--- config.mk ---
export PLATFORM = sky130hd
export DESIGN_NAME = sweep_sched
export DESIGN_NICKNAME = d
export VERILOG_FILES = /design/src/rtl/dds_pkg.sv /design/src/rtl/sweep_timer.sv /design/src/rtl/sweep_sched.sv
export SDC_FILE = /design/constraint.sdc
export NUM_CORES = 1
export LEC_CHECK = 0
export CELL_PAD_IN_SITES_DETAIL_PLACEMENT = 1
export CELL_PAD_IN_SITES_GLOBAL_PLACEMENT = 1
export CORE_MARGIN = 4
export CORE_UTILIZATION = 36
export CTS_CLUSTER_DIAMETER = 100
export CTS_CLUSTER_SIZE = 40
export DETAILED_ROUTE_END_ITERATION = 16
export GPL_ROUTABILITY_DRIVEN = 1
export PLACE_DENSITY = 0.74
export SKIP_LAST_GASP = 1
export SLEW_MARGIN = 20
export SYNTH_ARGS = -nofsm -noshare
export SYNTH_HDL_FRONTEND = slang
export SYNTH_SLANG_ARGS = --single-unit
--- constraint.sdc ---
create_clock -name dac_clk -period 4.3 [get_ports dac_clk]
set_input_delay 0.645 -clock dac_clk [delete_from_list [all_inputs] [get_ports dac_clk]]
set_output_delay 0.645 -clock dac_clk [all_outputs]
set_load 0.02 [all_outputs]
--- src/rtl/dds_pkg.sv ---
// Shared types and default widths for the DDS sweep scheduler.
package dds_pkg;

  typedef enum logic [1:0] {
    ST_IDLE   = 2'd0,
    ST_SETTLE = 2'd1,
    ST_MEAS   = 2'd2,
    ST_DONE   = 2'd3
  } sweep_state_t;

  localparam int PTS_W_DEF    = 16;
  localparam int SETTLE_W_DEF = 24;

endpackage

--- src/rtl/sweep_timer.sv ---
// Loadable down-counter shared by the settle dwell and the measurement timeout.
module sweep_timer #(
  parameter int W = 24
) (
  input  logic         dac_clk,
  input  logic         rstn,
  input  logic         load,
  input  logic [W-1:0] load_val,
  input  logic         dec,
  output logic         zero
);

  logic [W-1:0] count_reg;

  // Load wins over decrement; the count parks at zero rather than wrapping.
  always_ff @(posedge dac_clk) begin
    if (!rstn) begin
      count_reg <= '0;
    end else if (load) begin
      count_reg <= load_val;
    end else if (dec && (count_reg != '0)) begin
      count_reg <= count_reg - W'(1);
    end
  end

  assign zero = (count_reg == '0);

endmodule

--- src/rtl/sweep_sched.sv ---
// Frequency sweep scheduler: steps a DDS frequency word, dwells, then handshakes a measurement per point.
// Optional measurement timeout enabled by defining SWEEP_SCHED_TIMEOUT_EN.
module sweep_sched
  import dds_pkg::*;
#(
  parameter int PTS_W      = PTS_W_DEF,
  parameter int SETTLE_W   = SETTLE_W_DEF,
  parameter int TMO_CYCLES = 1000000
) (
  input  logic                dac_clk,
  input  logic                rstn,
  input  logic                start,
  input  logic                abort,
  input  logic [31:0]         cfg_fword_start,
  input  logic [31:0]         cfg_fword_step,
  input  logic [PTS_W-1:0]    cfg_num_points,
  input  logic [SETTLE_W-1:0] cfg_settle,
  input  logic                meas_ack,
  output logic [31:0]         fword_out,
  output logic                param_wen,
  output logic                meas_req,
  output logic [PTS_W-1:0]    point_idx,
  output logic                busy,
  output logic                done,
  output logic                tmo_err
);

  localparam int TMO_W = $clog2(TMO_CYCLES + 1);
  localparam int TMR_W = (TMO_W > SETTLE_W) ? TMO_W : SETTLE_W;

  sweep_state_t        state_reg, state_next;
  logic [31:0]         fword_reg, fword_next;
  logic [PTS_W-1:0]    idx_reg, idx_next;
  logic                param_wen_reg, param_wen_next;
  logic [31:0]         step_reg;
  logic [PTS_W-1:0]    num_reg;
  logic [SETTLE_W-1:0] settle_reg;
  logic                latch_cfg;

  logic                tmr_load;
  logic [TMR_W-1:0]    tmr_load_val;
  logic                tmr_dec;
  logic                tmr_zero;

`ifdef SWEEP_SCHED_TIMEOUT_EN
  logic                tmo_err_reg, tmo_err_next;
`endif

  sweep_timer #(
    .W(TMR_W)
  ) u_timer (
    .dac_clk  (dac_clk),
    .rstn     (rstn),
    .load     (tmr_load),
    .load_val (tmr_load_val),
    .dec      (tmr_dec),
    .zero     (tmr_zero)
  );

  always_ff @(posedge dac_clk) begin
    if (!rstn) begin
      state_reg     <= ST_IDLE;
      fword_reg     <= '0;
      idx_reg       <= '0;
      param_wen_reg <= 1'b0;
      step_reg      <= '0;
      num_reg       <= '0;
      settle_reg    <= '0;
    end else begin
      state_reg     <= state_next;
      fword_reg     <= fword_next;
      idx_reg       <= idx_next;
      param_wen_reg <= param_wen_next;
      if (latch_cfg) begin
        step_reg   <= cfg_fword_step;
        num_reg    <= cfg_num_points;
        settle_reg <= cfg_settle;
      end
    end
  end

`ifdef SWEEP_SCHED_TIMEOUT_EN
  always_ff @(posedge dac_clk) begin
    if (!rstn) begin
      tmo_err_reg <= 1'b0;
    end else begin
      tmo_err_reg <= tmo_err_next;
    end
  end
`endif

  always_comb begin
    state_next     = state_reg;
    fword_next     = fword_reg;
    idx_next       = idx_reg;
    param_wen_next = 1'b0;
    latch_cfg      = 1'b0;
    tmr_load       = 1'b0;
    tmr_load_val   = '0;
    tmr_dec        = 1'b0;
`ifdef SWEEP_SCHED_TIMEOUT_EN
    tmo_err_next   = tmo_err_reg;
`endif

    // Abort outranks every other request, including a same-cycle ack or start.
    if (abort) begin
      state_next = ST_IDLE;
    end else begin
      case (state_reg)
        ST_IDLE: begin
          if (start && (cfg_num_points != '0)) begin
            latch_cfg      = 1'b1;
            state_next     = ST_SETTLE;
            fword_next     = cfg_fword_start;
            idx_next       = '0;
            param_wen_next = 1'b1;
            tmr_load       = 1'b1;
            tmr_load_val   = TMR_W'(cfg_settle);
`ifdef SWEEP_SCHED_TIMEOUT_EN
            tmo_err_next   = 1'b0;
`endif
          end
        end

        ST_SETTLE: begin
          if (tmr_zero) begin
            state_next = ST_MEAS;
`ifdef SWEEP_SCHED_TIMEOUT_EN
            // Loaded with N-1 so the zero test fires on the N-th MEAS cycle.
            tmr_load     = 1'b1;
            tmr_load_val = TMR_W'(TMO_CYCLES - 1);
`endif
          end else begin
            tmr_dec = 1'b1;
          end
        end

        ST_MEAS: begin
          if (meas_ack) begin
            if (idx_reg == (num_reg - PTS_W'(1))) begin
              state_next = ST_DONE;
            end else begin
              state_next     = ST_SETTLE;
              fword_next     = fword_reg + step_reg;
              idx_next       = idx_reg + PTS_W'(1);
              param_wen_next = 1'b1;
              tmr_load       = 1'b1;
              tmr_load_val   = TMR_W'(settle_reg);
            end
          end
`ifdef SWEEP_SCHED_TIMEOUT_EN
          else if (tmr_zero) begin
            state_next   = ST_IDLE;
            tmo_err_next = 1'b1;
          end else begin
            tmr_dec = 1'b1;
          end
`endif
        end

        ST_DONE: begin
          state_next = ST_IDLE;
        end

        default: begin
          state_next = ST_IDLE;
        end
      endcase
    end
  end

  assign fword_out = fword_reg;
  assign param_wen = param_wen_reg;
  assign point_idx = idx_reg;
  assign busy      = (state_reg != ST_IDLE);
  assign meas_req  = (state_reg == ST_MEAS);
  assign done      = (state_reg == ST_DONE);

`ifdef SWEEP_SCHED_TIMEOUT_EN
  assign tmo_err = tmo_err_reg;
`else
  assign tmo_err = 1'b0;
`endif

endmodule

==> results of run 1 <==
-- cell type report --
class / count / share of cell area [%]
inverter: 16 / 0.559
clock buffer: 19 / 4.04
sequential: 147 / 26.8
timing repair buffer: 181 / 16.3
tap: 313 / 3.57
clock inverter: 13 / 1.80
antenna: 1 / 0.0228
multi-input combinational: 859 / 46.9
-- cells in the final DEF, fill, tap and decap left out, drive strengths merged, types with 5 or more instances in the layout --
| cell type | n |
|---|---|
| a211oi | 22 |
| or4 | 8 |
| a21oi | 127 |
| o21ai | 47 |
| a31oi | 14 |
| nor3 | 26 |
| xnor2 | 43 |
| and3 | 8 |
| inv | 19 |
| buf | 21 |
| nor4 | 14 |
| nand2 | 204 |
| clkdlybuf4s50 | 160 |
| a21o | 14 |
| a311oi | 7 |
| nand4 | 14 |
| or2 | 7 |
| a221oi | 16 |
| clkbuf | 19 |
| nand3 | 21 |
| nor2 | 83 |
| a21boi | 7 |
| o21a | 5 |
| ha | 34 |
| dfxtp | 147 |
| nor2b | 6 |
| o211ai | 13 |
| a222oi | 9 |
| or3 | 12 |
| xor2 | 27 |
| and4 | 8 |
| nand2b | 14 |
-- worst max-delay path: cells and delay by family, from the launching register on --
kind,cells,cell delay (ps)
adder cells (fa/ha/maj),1,330
AND/OR/NAND/NOR,3,1250
AO/OA/AOI/OAI,6,1620
buffers and inverters,1,70
flip-flops,1,350
-- metal layers --
| metal | GRT usage [%] | up-vias |
|---|---|---|
| li1 | - | 4188 |
| met1 | 29.1 | 4151 |
| met2 | 37.0 | 189 |
| met3 | 4.01 | 23 |
| met4 | 4.77 | 0 |
| met5 | 0 | - |
-- logic make-up after synthesis --
family,count (synthesis)
other,1
multiplexers,1
AND/OR/NAND/NOR,436
XOR/XNOR,70
adder cells (fa/ha/maj),35
AO/OA/AOI/OAI,316
flip-flops,147
buffers and inverters,88
-- report_power, final --
group	switching [W]	leakage, nW	total [W]	internal (W)
Sequential	0.0000746	1.20	0.00151	0.00144
Clock	0.000659	0.303	0.00166	0.000998
Combinational	0.000411	2.62	0.000764	0.000353
Total	0.00114	4.12	0.00393	0.00279
-- final timing paths --
| path | end | depth (start not counted) | slack (ps) |
|---|---|---|---|
| worst min-delay path | settle_reg[7] | 2 | 450 |
| worst max register to register | u_timer.count_reg[8] | 11 | 560 |
| worst min register to register | settle_reg[7] | 2 | 450 |
| worst max-delay path | u_timer.count_reg[8] | 11 | 560 |
-- stage by stage --
| stage | instances | area (sq um) | hold WS, ps |
|---|---|---|---|
| final | 1549 | 11000 | 455 |
| after global routing | 1548 | 11000 | 480 |
| after CTS | 1548 | 11000 | 457 |
| after detailed placement | 1516 | 10300 | 449 |
| after global placement | 1516 | 10300 | 441 |
| after floorplan | 1094 | 8480 | 434 |
==> key figures, run 1 <==
Run status
  • Run status: complete, no violations

Timing
  • Fin. max-slew vios: 0
  • Final Hold Viols: 0
  • RSZ-0062 raised after global routing: no
  • Final clock skew: 24.3 ps
  • Relative slew slack: between 40% and 50%
  • Worst-Margin Slew: between 700 and 800 ps
  • Setup ws final: 560 ps
  • Sum Neg Setup Slack: 0 ps
  • Fin crit share: between 80% and 90%
  • Final setup fails: 0
  • Crit path time final: approximately 3700 ps
  • Achievable frequency: 0.267 GHz

Finish
  • Layout cell share with drive strength beyond 1: about 5.9%
  • Area delta synth->final: 29.4%
  • Final-layout fill cell count: 2736
  • Multi-input combinational cell area: slightly above 5000 sq um
  • Seq. cell area: 2940 sq um
  • Nets: roughly 1400
  • Finished Core Util: 47.9%

Detailed routing
  • Vias per inst: 5.52
  • Via count: 8551
  • First-pass DRT Iterations: 5
  • First DRT Iteration DRCs: 477
  • Routed WL: slightly below 30000 um
  • Met1 wire length: 13600 um
  • WL/cell: 18.7 um
  • Final routed DRC violation total: 0
  • DRT antenna net count: 0
  • Met2 WL: 13700 um
  • Max Used Layer: met4
  • Met3 WL: 1300 um

Worst hold path
  • Hold path startpoint: settle_reg[7]
  • Hold Path Class: flop to flop

Placed design
  • Setup WS pre-CTS: 595 ps
  • RD Place Congestion: 0.901
  • I/O Buffers: 160
  • DP HPWL: 20700 um

Synth
  • XOR/XNOR Fraction of Synth Area: 7.23%
  • Post-synth ARST share: 0%
  • Commonest cells post-synth: 204 x nand2_1, 147 x dfxtp_1, 126 x a21oi_1
  • Post-synthesis compound-gate area fraction: 23.9%
  • Mux cell area share after synthesis: 0.118%
  • Post-synthesis cell count: between 1000 and 1500
  • Main combinational cell family by area after synthesis: compound AO/OA/AOI/OAI gates
  • Sequential area share after synthesis: about a third
  • Dominant cell type by area after synthesis: dfxtp_1
  • Synth Area in Adders: 5.25%
  • Top_reg_cell synth: dfxtp_1
  • Synth cell types: 73
  • Mean post-synth cell area: 7.75 sq um
  • #FFs+latches synth: approximately 150
  • Yosys warns: 0
  • Synthesized Nets: between 1000 and 1500
  • Most frequent cell after synthesis: nand2_1
  • Area contributors post-synth: dfxtp_1 35%, nand2_1 9.0%, a21oi_1 7.4%, ha_1 5.0%, xnor2_1 4.4%
  • Synthesized cell area: between 8000 and 9000 sq um
  • Simple-gate portion of the synthesized area: 23.9%
  • Yosys top cell area share: 34.7%
  • Post-synth EDFFs: 0

Power
  • Pleak: 4.12 nW
  • Final total power: 0.00393 W
  • Pwr Density: 358 nW/um^2
  • Peak VDD IR: between 0.2 and 0.25 mV

Clock tree
  • Sink Count: 147
  • CTS H-tree lvls: 4
  • Clock Latency Late Sink: 450 ps
  • Root Driver: clkbuf_16
  • Setup Fix Bufs, Post-CTS: 0
  • Clock Pin Slew Worst Setup and Hold Paths: around 70 ps
  • Cts bufs inserted: 17
  • Post-CTS sizing: 0
  • Clk buf depth: 2
  • CTS tree: built
  • Hold-fix buffers, CTS: 0

Global route
  • Overall routing resource usage: a little over a fifth
  • Remaining global-route overflow: 0
  • Vias in the first global route: 8698
  • First-pass GRT wire length: between 40000 and 50000 um
  • Pin count of the biggest net entering global routing: 57
  • Initial antenna violation count: 0

Worst setup path
  • Worst setup EP type: flop
  • Worst reg2reg startpoint: num_reg[0]
  • Max stage delay on crit path: 520 ps
  • Worst Path Max Fanout: 15
  • Critical Path Start: num_reg[0]
  • Required @ worst endpoint: between 4000 and 5000 ps
  • CP Launch Type: flop
  • CP max stage cell: or4b_1
  • Critical path type: flop to flop
  • Critical-path cell list: inv_1, ha_1, or4b_1, o41a_1, or3_1, a21oi_2, o2111ai_2, o21ai_4, nand2_1, o21ai_0, a211oi_1
  • Worst path arrival time: 4060 ps

Floorplan
  • FP Rows: 55
  • Die span in y: 161 um
  • Core area: about 23000 sq um
  • DIE AREA: 26100 sq um
  • I/O pins: between 150 and 200
  • Die X: 161 um
  • Initial Util: 37.0%

Job
  • Max cap viols: 0
No activity file was read; power rests on OpenSTA's default activity.
==> run 2, diff against run 1 <==
PLACE_DENSITY = 0.82   (was 0.74)
==> run 2 against run 1 <==
Clock-buffer cell count increased by 3. Global-route usage decreased by 0.059 points. Register-to-register slack improved by 60 ps. Sequential share of layout area about the same. Clock power about the same. Clock skew decreased by 11 ps. Core utilization about the same. Final cell count decreased by 0.32%. Critical path depth unchanged. Sequential cell count unchanged. Wire length decreased by 1.1%. Highest routed layer unchanged.
==> key figures, run 2 (synthesis results as in run 1) <==
Power
  • Combinational share of power: 19.4% (about the same)
  • Sequential Power Share: 38.2% (-0.2 points)
  • Pwr Density: 360 nW/um^2 (+0.55%)
  • Power Internal: 0.00288 W (+3.2%)
  • Peak VDD IR: 0.213 mV (-5.6%)
  • Net Sw Frac: 27.2% (-1.9 points)
  • Clock power frac: 42.4% (+0.3 points)
  • Pleak: 4.12 nW (about the same)
  • Net Sw Power: 0.00108 W (-6.0%)

Detailed routing
  • Final routed DRC violation total: 0 (unchanged)
  • WL/cell: 18.5 um (-0.78%)
  • First DRT Iteration DRCs: 455 (-4.6%)
  • DRT antenna net count: 0 (unchanged)
  • Vias per inst: 5.57 (+0.86%)
  • Routed WL: 28600 um (-1.1%)
  • Via count: 8597 (+0.54%)
  • First-pass DRT Iterations: 6 (+1)

Worst setup path
  • Worst Path Max Fanout: 33 (+18)
  • Worst path arrival time: 4010 ps (-50 ps)
  • Required @ worst endpoint: 4630 ps (about the same)
  • Critical path type: flop to flop
  • CP Launch Type: flop
  • Worst setup EP type: flop

Timing
  • Crit path time final: 3680 ps (-60.9 ps)
  • Final clock skew: 13.5 ps (-10.8 ps)
  • Achievable frequency: 0.272 GHz (+1.7%)
  • Sum Neg Setup Slack: 0 ps (unchanged)
  • Final Hold Viols: 0 (unchanged)
  • Fin crit share: 85.6% (-1.4 points)
  • Relative slew slack: 46.2% (-0.61 points)
  • Hold slack: 456 ps (+1.82 ps)
  • Worst-Margin Slew: 807 ps (+9.98 ps)
  • RSZ-0062 raised after global routing: no
  • Final setup fails: 0 (unchanged)
  • Fin. max-slew vios: 0 (unchanged)

Placed design
  • RD Place Congestion: 0.891 (-1.0%)
  • DP HPWL: 20500 um (-0.59%)
  • I/O Buffers: 160 (unchanged)

Finish
  • Most common cell after layout, fill and taps aside: nand2_1
  • Diodes inserted: 0 (-1)
  • Layout cell share with drive strength beyond 1: 5.61% (-0.31 points)
  • Nets: 1363 (-0.22%)
  • Most frequent cells in the layout: 204 x nand2_1, 160 x clkdlybuf4s50_1, 147 x dfxtp_1, 126 x a21oi_1, 80 x nor2_1
  • Area delta synth->final: 29.3% (about the same)

Global route
  • Initial antenna violation count: 0 (unchanged)
  • Remaining global-route overflow: 0 (unchanged)
  • First-pass GRT wire length: 46600 um (+0.60%)
  • Vias in the first global route: 8992 (+3.4%)
  • Overall routing resource usage: 21.8% (-0.059 points)
  • Pin count of the biggest net entering global routing: 57 (unchanged)

Clock tree
  • CTS tree: built
  • Clock Pin Slew Worst Setup and Hold Paths: 60 ps (about the same)
  • Hold-fix buffers, CTS: 0 (unchanged)
  • Clock Latency Late Sink: 430 ps (-20 ps)
  • Root Driver: clkbuf_16
  • Post-CTS sizing: 0 (unchanged)
  • Sink Count: 147 (unchanged)
  • Setup Fix Bufs, Post-CTS: 0 (unchanged)
  • Clk buf depth: 2 (unchanged)
  • CTS H-tree lvls: 4 (unchanged)
  • Cts bufs inserted: 17 (unchanged)

Floorplan
  • DIE AREA: 26100 sq um (unchanged)
  • Die X: 161 um (unchanged)
  • Die span in y: 161 um (unchanged)
  • Initial Util: 37.0% (unchanged)
  • Core area: 22900 sq um (unchanged)
  • I/O pins: 162 (unchanged)
  • FP Rows: 55 (unchanged)

Job
  • Max cap viols: 0 (unchanged)

Run status
  • Run status: complete, no violations

Worst hold path
  • Hold Path Class: flop to flop
-- run 2: changes by cell type in the layout (fill, tap and decap cells not counted), sizes merged --
cell,previous run,this run
diode,1,0
clkinvlp,3,2
inv,19,15
clkbuf,19,22
buf,21,18
bufinv,4,5
-- run 2: stage by stage --
step	setup slack, ps	instances	utilization, %	area, sq um	power [W]
detailed placement	676	1513	45.0	10300	0.00229
global route	337	1544	47.8	11000	0.00413
global placement	877	1513	45.0	10300	0.00228
finish	621	1544	47.8	11000	0.00395
floorplan	1230	1094	-	8480	0.00199
CTS	658	1544	47.8	11000	0.00398
-- run 2: final timing paths --
kind,depth (start not counted),start,end,slack (ps)
min,2,settle_reg[23],settle_reg[23],460
min reg2reg,2,settle_reg[23],settle_reg[23],460
max,11,num_reg[0],fword_out[17],620
max reg2reg,11,num_reg[0],fword_out[17],620
-- run 2: power by group through the flow --
stage | Sequential, W | Combinational [W] | Clock, W
3_5_place_dp | 0.00154 | 0.000756 | 0
5_1_grt | 0.00152 | 0.000843 | 0.00177
3_3_place_gp | 0.00154 | 0.000740 | 0
6_report | 0.00151 | 0.000767 | 0.00167
2_1_floorplan | 0.00154 | 0.000452 | 0
4_1_cts | 0.00151 | 0.000767 | 0.00171
-- run 2: worst max-delay path: stages (launching register included) --
cell and delay [ps]:
dfxtp_1 350, inv_1 70, ha_1 330, or4b_1 540
a21oi_1 180, a22oi_1 80, o21a_1 190, o2111ai_1 460
o21a_2 570, buf_4 420, nor2_1 90, a311oi_1 270
-- run 2: cell type report --
| type | instances | area, sq um |
|---|---|---|
| Clock inverter | 9 | 175 |
| Clock buffer | 22 | 484 |
| Timing Repair Buffer | 178 | 1760 |
| Multi-Input combinational cell | 859 | 5150 |
| Tap cell | 313 | 392 |
| Sequential cell | 147 | 2940 |
| Fill cell | 2776 | 12000 |
| Inverter | 16 | 61.3 |
-- run 2: layer usage --
layer | part of all wire (%) | routed length, um | up-vias | track usage (%)
li1 | - | - | 4187 | -
met3 | 4.4 | 1260 | 24 | 3.70
met4 | 1.3 | 363 | 0 | 4.96
met5 | 0 | 0 | - | 0
met1 | 47 | 13300 | 4189 | 28.8
met2 | 48 | 13700 | 197 | 37.3
